[config.mk]
export PLATFORM = sky130hd
export DESIGN_NAME = seg7_display_scan_flat
export DESIGN_NICKNAME = d
export VERILOG_FILES = /design/src/rtl/seg7_display_scan_pkg.sv /design/src/rtl/seg7_display_scan_if.sv /design/src/rtl/seg7_hex_decoder.sv /design/src/rtl/seg7_display_scan.sv /design/src/flat_wrapper.sv
export SDC_FILE = /design/constraint.sdc
export NUM_CORES = 1
export LEC_CHECK = 0
export ABC_AREA = 0
export BUFFER_PORTS_ARGS = -buffer_cell sky130_fd_sc_hd__buf_2
export CAP_MARGIN = 40
export CORE_MARGIN = 1
export CORE_UTILIZATION = 50
export CTS_CLUSTER_DIAMETER = 50
export CTS_CLUSTER_SIZE = 14
export DETAILED_ROUTE_END_ITERATION = 8
export GPL_TIMING_DRIVEN = 0
export PLACE_DENSITY = 0.72
export SLEW_MARGIN = 30
export SYNTH_ARGS = -nofsm -noshare
export SYNTH_HDL_FRONTEND = slang
export SYNTH_HIERARCHICAL = 1
export SYNTH_SLANG_ARGS = --single-unit
[constraint.sdc]
create_clock -name clk -period 3.4 [get_ports clk]
set_input_delay 0.85 -clock clk [delete_from_list [all_inputs] [get_ports clk]]
set_output_delay 0.85 -clock clk [all_outputs]
set_load 0.02 [all_outputs]
[src/rtl/seg7_display_scan_pkg.sv]
// Shared constants and helpers for the seven-segment scan driver.
package seg7_display_scan_pkg;

   localparam int SCAN_DIV_DEFAULT = 50000;
   localparam int SCAN_DIGITS      = 8;

   localparam logic [6:0] SEG_BLANK = 7'h7F;
   localparam logic [7:0] AN_OFF    = 8'hFF;

   // Active-low cathode patterns, bit order {g,f,e,d,c,b,a}
   localparam logic [6:0] SEG_HEX_0 = 7'b1000000;
   localparam logic [6:0] SEG_HEX_1 = 7'b1111001;
   localparam logic [6:0] SEG_HEX_2 = 7'b0100100;
   localparam logic [6:0] SEG_HEX_3 = 7'b0110000;
   localparam logic [6:0] SEG_HEX_4 = 7'b0011001;
   localparam logic [6:0] SEG_HEX_5 = 7'b0010010;
   localparam logic [6:0] SEG_HEX_6 = 7'b0000010;
   localparam logic [6:0] SEG_HEX_7 = 7'b1111000;
   localparam logic [6:0] SEG_HEX_8 = 7'b0000000;
   localparam logic [6:0] SEG_HEX_9 = 7'b0010000;
   localparam logic [6:0] SEG_HEX_A = 7'b0001000;
   localparam logic [6:0] SEG_HEX_B = 7'b0000011;
   localparam logic [6:0] SEG_HEX_C = 7'b1000110;
   localparam logic [6:0] SEG_HEX_D = 7'b0100001;
   localparam logic [6:0] SEG_HEX_E = 7'b0000110;
   localparam logic [6:0] SEG_HEX_F = 7'b0001110;

   // A digit above 0 is a leading zero when it and every more significant nibble are zero
   function automatic logic lz_blank(input logic [31:0] data, input logic [2:0] idx,
                                     input logic en);
      return en && (idx != 3'd0) && ((data >> {idx, 2'b00}) == 32'd0);
   endfunction

endpackage

[src/rtl/seg7_display_scan_if.sv]
// Display value in, board pin drive out.
interface seg7_display_scan_if;

   logic [31:0] display_data;
   logic [7:0]  dp_mask;
   logic        blank_lz;
   logic [7:0]  an;
   logic [6:0]  seg;
   logic        dp;
   logic        frame_done;

   // master: the I/O block supplying the value; slave: the scan driver
   modport master (output display_data, dp_mask, blank_lz,
                   input  an, seg, dp, frame_done);
   modport slave  (input  display_data, dp_mask, blank_lz,
                   output an, seg, dp, frame_done);

endinterface

[src/rtl/seg7_hex_decoder.sv]
// Nibble to active-low seven-segment pattern.
module seg7_hex_decoder
   import seg7_display_scan_pkg::*;
(
   input  logic [3:0] nibble,
   output logic [6:0] pattern
);

   // Pure lookup of the hex glyph
   always_comb begin
      // NOTE: a default before the case keeps every path assigned, so no latch is inferred.
      pattern = SEG_BLANK;
      case (nibble)
         4'h0: pattern = SEG_HEX_0;
         4'h1: pattern = SEG_HEX_1;
         4'h2: pattern = SEG_HEX_2;
         4'h3: pattern = SEG_HEX_3;
         4'h4: pattern = SEG_HEX_4;
         4'h5: pattern = SEG_HEX_5;
         4'h6: pattern = SEG_HEX_6;
         4'h7: pattern = SEG_HEX_7;
         4'h8: pattern = SEG_HEX_8;
         4'h9: pattern = SEG_HEX_9;
         4'hA: pattern = SEG_HEX_A;
         4'hB: pattern = SEG_HEX_B;
         4'hC: pattern = SEG_HEX_C;
         4'hD: pattern = SEG_HEX_D;
         4'hE: pattern = SEG_HEX_E;
         4'hF: pattern = SEG_HEX_F;
         default: pattern = SEG_BLANK;
      endcase
   end

endmodule

[src/rtl/seg7_display_scan.sv]
// Tear-free time-multiplexed 8-digit seven-segment scan driver.
module seg7_display_scan
   import seg7_display_scan_pkg::*;
#(
   parameter int CLK_DIV = SCAN_DIV_DEFAULT,
   parameter int DIGITS  = SCAN_DIGITS
) (
   input  logic                clk,
   input  logic                rst,
   seg7_display_scan_if.slave  bus
);

   localparam int DIV_W = (CLK_DIV > 1) ? $clog2(CLK_DIV) : 1;

   logic [DIV_W-1:0] div_cnt;
   logic [2:0]       idx;
   logic [31:0]      snap_data;
   logic [7:0]       snap_dp;
   logic             load_pending;
   logic             tick;
   logic             frame_edge;
   logic [3:0]       nibble;
   logic [6:0]       glyph;
   logic             blank;
   logic [7:0]       an_q;
   logic [6:0]       seg_q;
   logic             dp_q;
   logic             frame_done_q;

   assign tick       = (div_cnt == DIV_W'(CLK_DIV - 1));
   assign frame_edge = tick && (idx == 3'(DIGITS - 1));
   assign nibble     = snap_data[{idx, 2'b00} +: 4];
   assign blank      = lz_blank(snap_data, idx, bus.blank_lz);

   seg7_hex_decoder u_dec (
      .nibble  (nibble),
      .pattern (glyph)
   );

   // Dwell prescaler and digit index
   always_ff @(posedge clk) begin
      // NOTE: non-blocking assignments make every register see pre-edge values, like real flops.
      if (rst) begin
         div_cnt <= '0;
         idx     <= '0;
      end else begin
         div_cnt <= tick ? '0 : div_cnt + 1'b1;
         if (tick) idx <= (idx == 3'(DIGITS - 1)) ? 3'd0 : idx + 3'd1;
      end
   end

   // Frame snapshot: load only at a frame boundary or once after reset
   always_ff @(posedge clk) begin
      if (rst) begin
         snap_data    <= '0;
         snap_dp      <= '0;
         load_pending <= 1'b1;
         frame_done_q <= 1'b0;
      end else begin
         load_pending <= 1'b0;
         frame_done_q <= frame_edge;
         if (frame_edge || load_pending) begin
            snap_data <= bus.display_data;
            snap_dp   <= bus.dp_mask;
         end
      end
   end

   // Registered pin drive for the current digit
   always_ff @(posedge clk) begin
      if (rst || blank) begin
         an_q  <= AN_OFF;
         seg_q <= SEG_BLANK;
         dp_q  <= 1'b1;
      end else begin
         an_q  <= ~(8'd1 << idx);
         seg_q <= glyph;
         dp_q  <= ~snap_dp[idx];
      end
   end

   assign bus.an         = an_q;
   assign bus.seg        = seg_q;
   assign bus.dp         = dp_q;
   assign bus.frame_done = frame_done_q;

endmodule

[src/flat_wrapper.sv]
// flat-port wrapper written by rule: the top's interface ports become plain ports
module seg7_display_scan_flat import seg7_display_scan_pkg::*;
#(
   parameter int CLK_DIV = SCAN_DIV_DEFAULT,
   parameter int DIGITS  = SCAN_DIGITS
)
  (clk, rst, bus_display_data, bus_dp_mask, bus_blank_lz, bus_an, bus_seg, bus_dp, bus_frame_done);
  seg7_display_scan_if bus_i ();
  input  logic clk;
  input  logic rst;
  input wire logic [$bits(bus_i.display_data)-1:0] bus_display_data;
  input wire logic [$bits(bus_i.dp_mask)-1:0] bus_dp_mask;
  input wire logic [$bits(bus_i.blank_lz)-1:0] bus_blank_lz;
  output wire logic [$bits(bus_i.an)-1:0] bus_an;
  output wire logic [$bits(bus_i.seg)-1:0] bus_seg;
  output wire logic [$bits(bus_i.dp)-1:0] bus_dp;
  output wire logic [$bits(bus_i.frame_done)-1:0] bus_frame_done;
  assign bus_i.display_data = bus_display_data;
  assign bus_i.dp_mask = bus_dp_mask;
  assign bus_i.blank_lz = bus_blank_lz;
  assign bus_an = bus_i.an;
  assign bus_seg = bus_i.seg;
  assign bus_dp = bus_i.dp;
  assign bus_frame_done = bus_i.frame_done;
  seg7_display_scan #(.CLK_DIV(CLK_DIV), .DIGITS(DIGITS)) u_core (.clk(clk), .rst(rst), .bus(bus_i));
endmodule
======== Word-level counts from Yosys, hierarchy flattened ========
Memory sizes are Yosys's and may differ from the RTL's. A register that Yosys moved wholly into a read port is not among the register bits.
Index checks and enable logic that the tools add are counted.
word-level totals
  flip-flop bits (word level) ............. 70
  ROM bits ................................ 112
  bits of input ports ..................... 43
  output and inout bits ................... 17
  logic and storage cells ................. 31
  memories ................................ 1
operators by class
  $add $sub $neg .......................... 2
  magnitude comparators ................... 1
  equality and inequality tests ........... 2
  shift operators ......................... 3
  mux-type cells .......................... 4
  bitwise logic cells ..................... 2
  reductions and logical operators ........ 8
memories
  memory           depth  bits a word  read ports  clocked after memory_dff  wr ports  line                    text
  (no name shown)  16     7            1           1                         0         seg7_hex_decoder.sv:13  case (nibble)
operators by type and width
  cell                                                                           number
  32-bit zero test                                                               1
  32-bit by 6-bit variable part select with 4-bit output                         1
  32-bit by 5-bit >> shifter with 32-bit output                                  1
  16-bit by 1-bit adder with 16-bit output (second input constant)               1
  16-bit == test (second input constant)                                         1
  8-bit inverter                                                                 1
  1-bit by 3-bit << shifter with 8-bit output (first input constant)             1
  3-bit by 4-bit less-than comparator with 1-bit output (second input constant)  1
  3-bit by 1-bit adder with 3-bit output (second input constant)                 1
  1-bit binary-select mux with 3-bit select                                      1
  3-bit == test (second input constant)                                          1
  1-bit logical AND                                                              3
  3-bit 2-to-1 mux                                                               1
  3-bit nonzero test                                                             1
  1-bit logical OR                                                               2
  1-bit 2-to-1 mux                                                               2
  2-bit OR reduction                                                             1
  1-bit inverter                                                                 1

======== Logic depth before layout (Yosys ltp) ========
  depth after elaboration ................. 4
  mapped depth ............................ 12
  mapped depth without buffers ............ 9

======== Hierarchy ========
The synthesis kept the hierarchy.
by module, submodules not included
  module             instances  cells an instance  area an instance (um2)  sequential area each (um2)
  seg7_display_scan  1          405                3,520.9                 1,541.5
  seg7_hex_decoder   1          35                 270.3                   0.0

======== Least setup slack after synthesis ========
Ideal clock, no wire load.
  path type ............................... reg2reg
  start ................................... register u_core.idx[0]
  end ..................................... register u_core.seg_q[3], in the netlist u_core/bus.seg[3]
  setup time .............................. 0.120 ns
  arrival ................................. 2.442 ns
  required time ........................... 3.280 ns
  setup slack ............................. 0.839 ns
  cell stages (with the launch flop) ...... 12
  buffers on the path ..................... 3
  period minus slack after synthesis ...... 2.561 ns
  cell sequence ........................... dfxtp_1 -> buf_6 -> buf_8 -> buf_2 -> mux4_2 -> nand2_1 -> nand2_1 -> inv_1 -> ha_1 -> inv_1 -> mux4_2 -> or2_1
between the ends
  elaborated cells on any way between the ends .. 7
  classes of those cells .................. 2 x shift; 5 x reduce/logical
RTL lines
  element                                                 line                     text
  start, declared                                         seg7_display_scan.sv:16  logic [2:0] idx;
  start signal, assigned                                  seg7_display_scan.sv:48  if (tick) idx <= (idx == 3'(DIGITS - 1)) ? 3'd0 : idx + 3'd1;
  32-bit by 6-bit variable part select with 4-bit output  seg7_display_scan.sv:32  assign nibble = snap_data[{idx, 2'b00} +: 4];
  named net u_core.nibble[1]                              seg7_display_scan.sv:22  logic [3:0] nibble;
  end, declared                                           seg7_display_scan.sv:26  logic [6:0] seg_q;
The timed path passes the listed nets, and every way through them passes these cells.
A chain may end at the register's enable or synchronous reset.

======== Worst setup path after layout ========
Ends and elaborated chain as after synthesis.

==> impl_metrics.ini <==
[outcome]
status = finished clean

[power]
leakagePower_nw = 1.77
power.total_w = 0.00187
irDropWorstVdd_uv = 236
power_density_mw_per_mm2 = 425

[clock_tree]
postCtsHoldBufs = 0
htreeDepth = 3
cts_sinks = 77
cts_root_buf = clkbuf_8
cts_setup_buffers = 0
ctsResizeCount = 0
clk_pin_slew_ns = 0.07
clk_latency_ns = 0.35
clockBufferDepth = 2
cts_tree = done
cts_made_buffers = 9

[detailed_routing]
drt_wl_total_um = 8520
first_iter_violations = 179
vias = 3278
drc_errors = 0
ant_nets = 0
drt_pass1_iterations = 4
post_drt_wl_per_cell_um = 13.9
viasPerCell = 5.35

[die]
core_area_sq_mm = 0.00729
fp.dieW_um = 89.1
fp.dieH_um = 89.1
io_pins = 60
die_area_sq_mm = 0.00793
num_rows = 31
start_util_pct = 52.0

[sta]
setup_violations = 0
period_share_pct = 87.6
period_needed_ns = 2.98
slew_headroom_pct = 63.7
rsz0062_at_grt = no
tns_ns = 0
tightest_slew_ns = 0.540
finClkSkew_ns = 0.0172
maxSlewViolCount = 0
fmax_mhz = 336
hold_violations = 0
hold_ws_ns = 0.453

[worst_setup_path]
cp-start-kind = register
critical_path.max_fanout = 10
end_kind = register
max_stage_delay_ns = 0.55
cp.arrival_ns = 3.22
crit_buf_inv = 5
path_class = register to register
crit_slowest_cell = mux4_2
critPathTopFamily = multiplexers
worst_ep_required_time_ns = 3.64
critical_path.cell_chain = buf_6, buf_8, buf_2, mux4_2, nand2_1, nand2_1, inv_1, ha_1, inv_1, mux4_2, or2_1

[yosys]
syn-num-nets = 497
synth-edff-count = 0
syn_inst = 440
avgSynthCellArea_sq_um = 8.62
ys_seq_area_share_pct = 40.7
ys_seq_elements = 77
synth_area_sq_mm = 0.00379
ys.warnings.count = 6
yosysUniqueCellTypes = 57
synth_ff_type = dfxtp_1
ys_async_sr_fraction_pct = 0

[global_route]
grt_pass1_wl_um = 13900
grt_pass1_vias = 2980
grt_usage_pct = 23.0
antenna_found_initial = 0
grt-ovfl-total = 0
grt_start_max_net_pins = 14

[finish]
instances_no_fill = 613
diodes = 0
final_area_sq_mm = 0.00441
drive_above_1_share_pct = 20.6
final_cell_mix = nand2_1, dfxtp_1, buf_2, a21oi_1, nor2_1
final_common_cell = nand2_1
area_delta_synth_final_pct = 16.2
nets = 567

[placed_design]
hpwl_um = 6430
gp_congestion = 0.956
dpl-instance-area_sq_mm = 0.00421
port-buffer-count = 59
placed_cells = 598

[run]
maxCapViolations = 0

[worst_hold_path]
hold_path_class = register to register
-- metal layers --
metal | track usage [%] | up-vias | part of all wire [%] | routed length, um
met4 | 10.8 | 0 | 2.8 | 242
met3 | 4.06 | 22 | 4.5 | 384
met1 | 30.2 | 1508 | 45 | 3870
met5 | 0 | - | 0 | 0
met2 | 37.0 | 92 | 47 | 4030
li1 | - | 1656 | - | -
-- synthesized netlist by cell type (all sizes together) (3+ instances only) --
| library cell | number | area [sq um] |
|---|---|---|
| clkbuf | 12 | 55.1 |
| mux2i | 5 | 50.1 |
| dfxtp | 77 | 1540 |
| nand3 | 9 | 45.0 |
| o21ai | 9 | 45.0 |
| xor2 | 6 | 52.6 |
| buf | 12 | 88.8 |
| nor2 | 42 | 158 |
| and3 | 3 | 18.8 |
| or2 | 9 | 56.3 |
| or3 | 8 | 55.1 |
| xnor2 | 4 | 35.0 |
| nor3 | 8 | 40.0 |
| nand2 | 107 | 402 |
| a21oi | 50 | 250 |
| a22oi | 3 | 27.5 |
| inv | 10 | 37.5 |
| mux4 | 13 | 312 |
| nor4 | 5 | 46.3 |
| ha | 14 | 175 |
-- registers in the layout (all words and copies together), names as in the netlist --
signal and count:
u_core/snap_data 32, u_core/div_cnt 16, u_core/bus.an 8, u_core/snap_dp 8, u_core/bus.seg 7, u_core/idx 3
u_core/bus.dp 1, u_core/bus.frame_done 1, u_core/load_pending 1
-- worst reg2reg max path: cells and delay by family, from the launching register on --
family	cells	cell delay, ns
DFF	1	0.41
adders and majority gates	1	0.16
and+or+nand+nor	3	0.49
buffers and inverters	5	0.83
muxes	2	0.99
-- kinds of logic after synthesis --
logic type / count (synthesis) / synth area share (%)
AOI/OAI and AO/OA: 77 / 12.5
xor gates and xnor gates: 10 / 2.31
and+or+nand+nor: 210 / 25.6
buffers and inverters: 34 / 4.79
muxes: 18 / 9.54
adders and majority gates: 14 / 4.62
DFF: 77 / 40.7
-- power by group --
| group | internal, W | switching, W | leakage (nW) | total (W) |
|---|---|---|---|---|
| clock | 0.000358 | 0.000327 | 0.103 | 0.000685 |
| combinational | 0.0000950 | 0.000121 | 1.03 | 0.000216 |
| sequential | 0.000940 | 0.0000301 | 0.632 | 0.000970 |
-- cell type report --
type / instances / area [sq um]
multi-input combinational: 329 / 2070
timing repair buffer: 59 / 295
clock buffer: 10 / 138
sequential: 77 / 1540
inverter: 10 / 37.5
fill: 697 / 2890
tap: 99 / 124
buffer: 24 / 144
clock inverter: 5 / 57.6
-- through the flow --
stage / util [%] / worst slack (ns)
final: 60.4 / 0.420
after global routing: 60.4 / 0.305
after CTS: 60.4 / 0.424
after detailed placement: 57.7 / 0.472
after global placement: 57.7 / 0.515
after floorplan: - / 0.839
-- final timing paths --
kind / end / cells after the start / slack [ns] / start
worst max-delay path: u_core/bus.seg[3]$_SDFF_PP1_ / 11 / 0.42 / u_core/idx[0]$_SDFFE_PP0N_
worst min-delay path: u_core/snap_dp[2]$_SDFFE_PP0P_ / 2 / 0.45 / u_core/snap_dp[2]$_SDFFE_PP0P_
worst max register to register: u_core/bus.seg[3]$_SDFF_PP1_ / 11 / 0.42 / u_core/idx[0]$_SDFFE_PP0N_
worst min register to register: u_core/snap_dp[2]$_SDFFE_PP0P_ / 2 / 0.45 / u_core/snap_dp[2]$_SDFFE_PP0P_
Note: power is estimated with default switching activity, not from simulation.
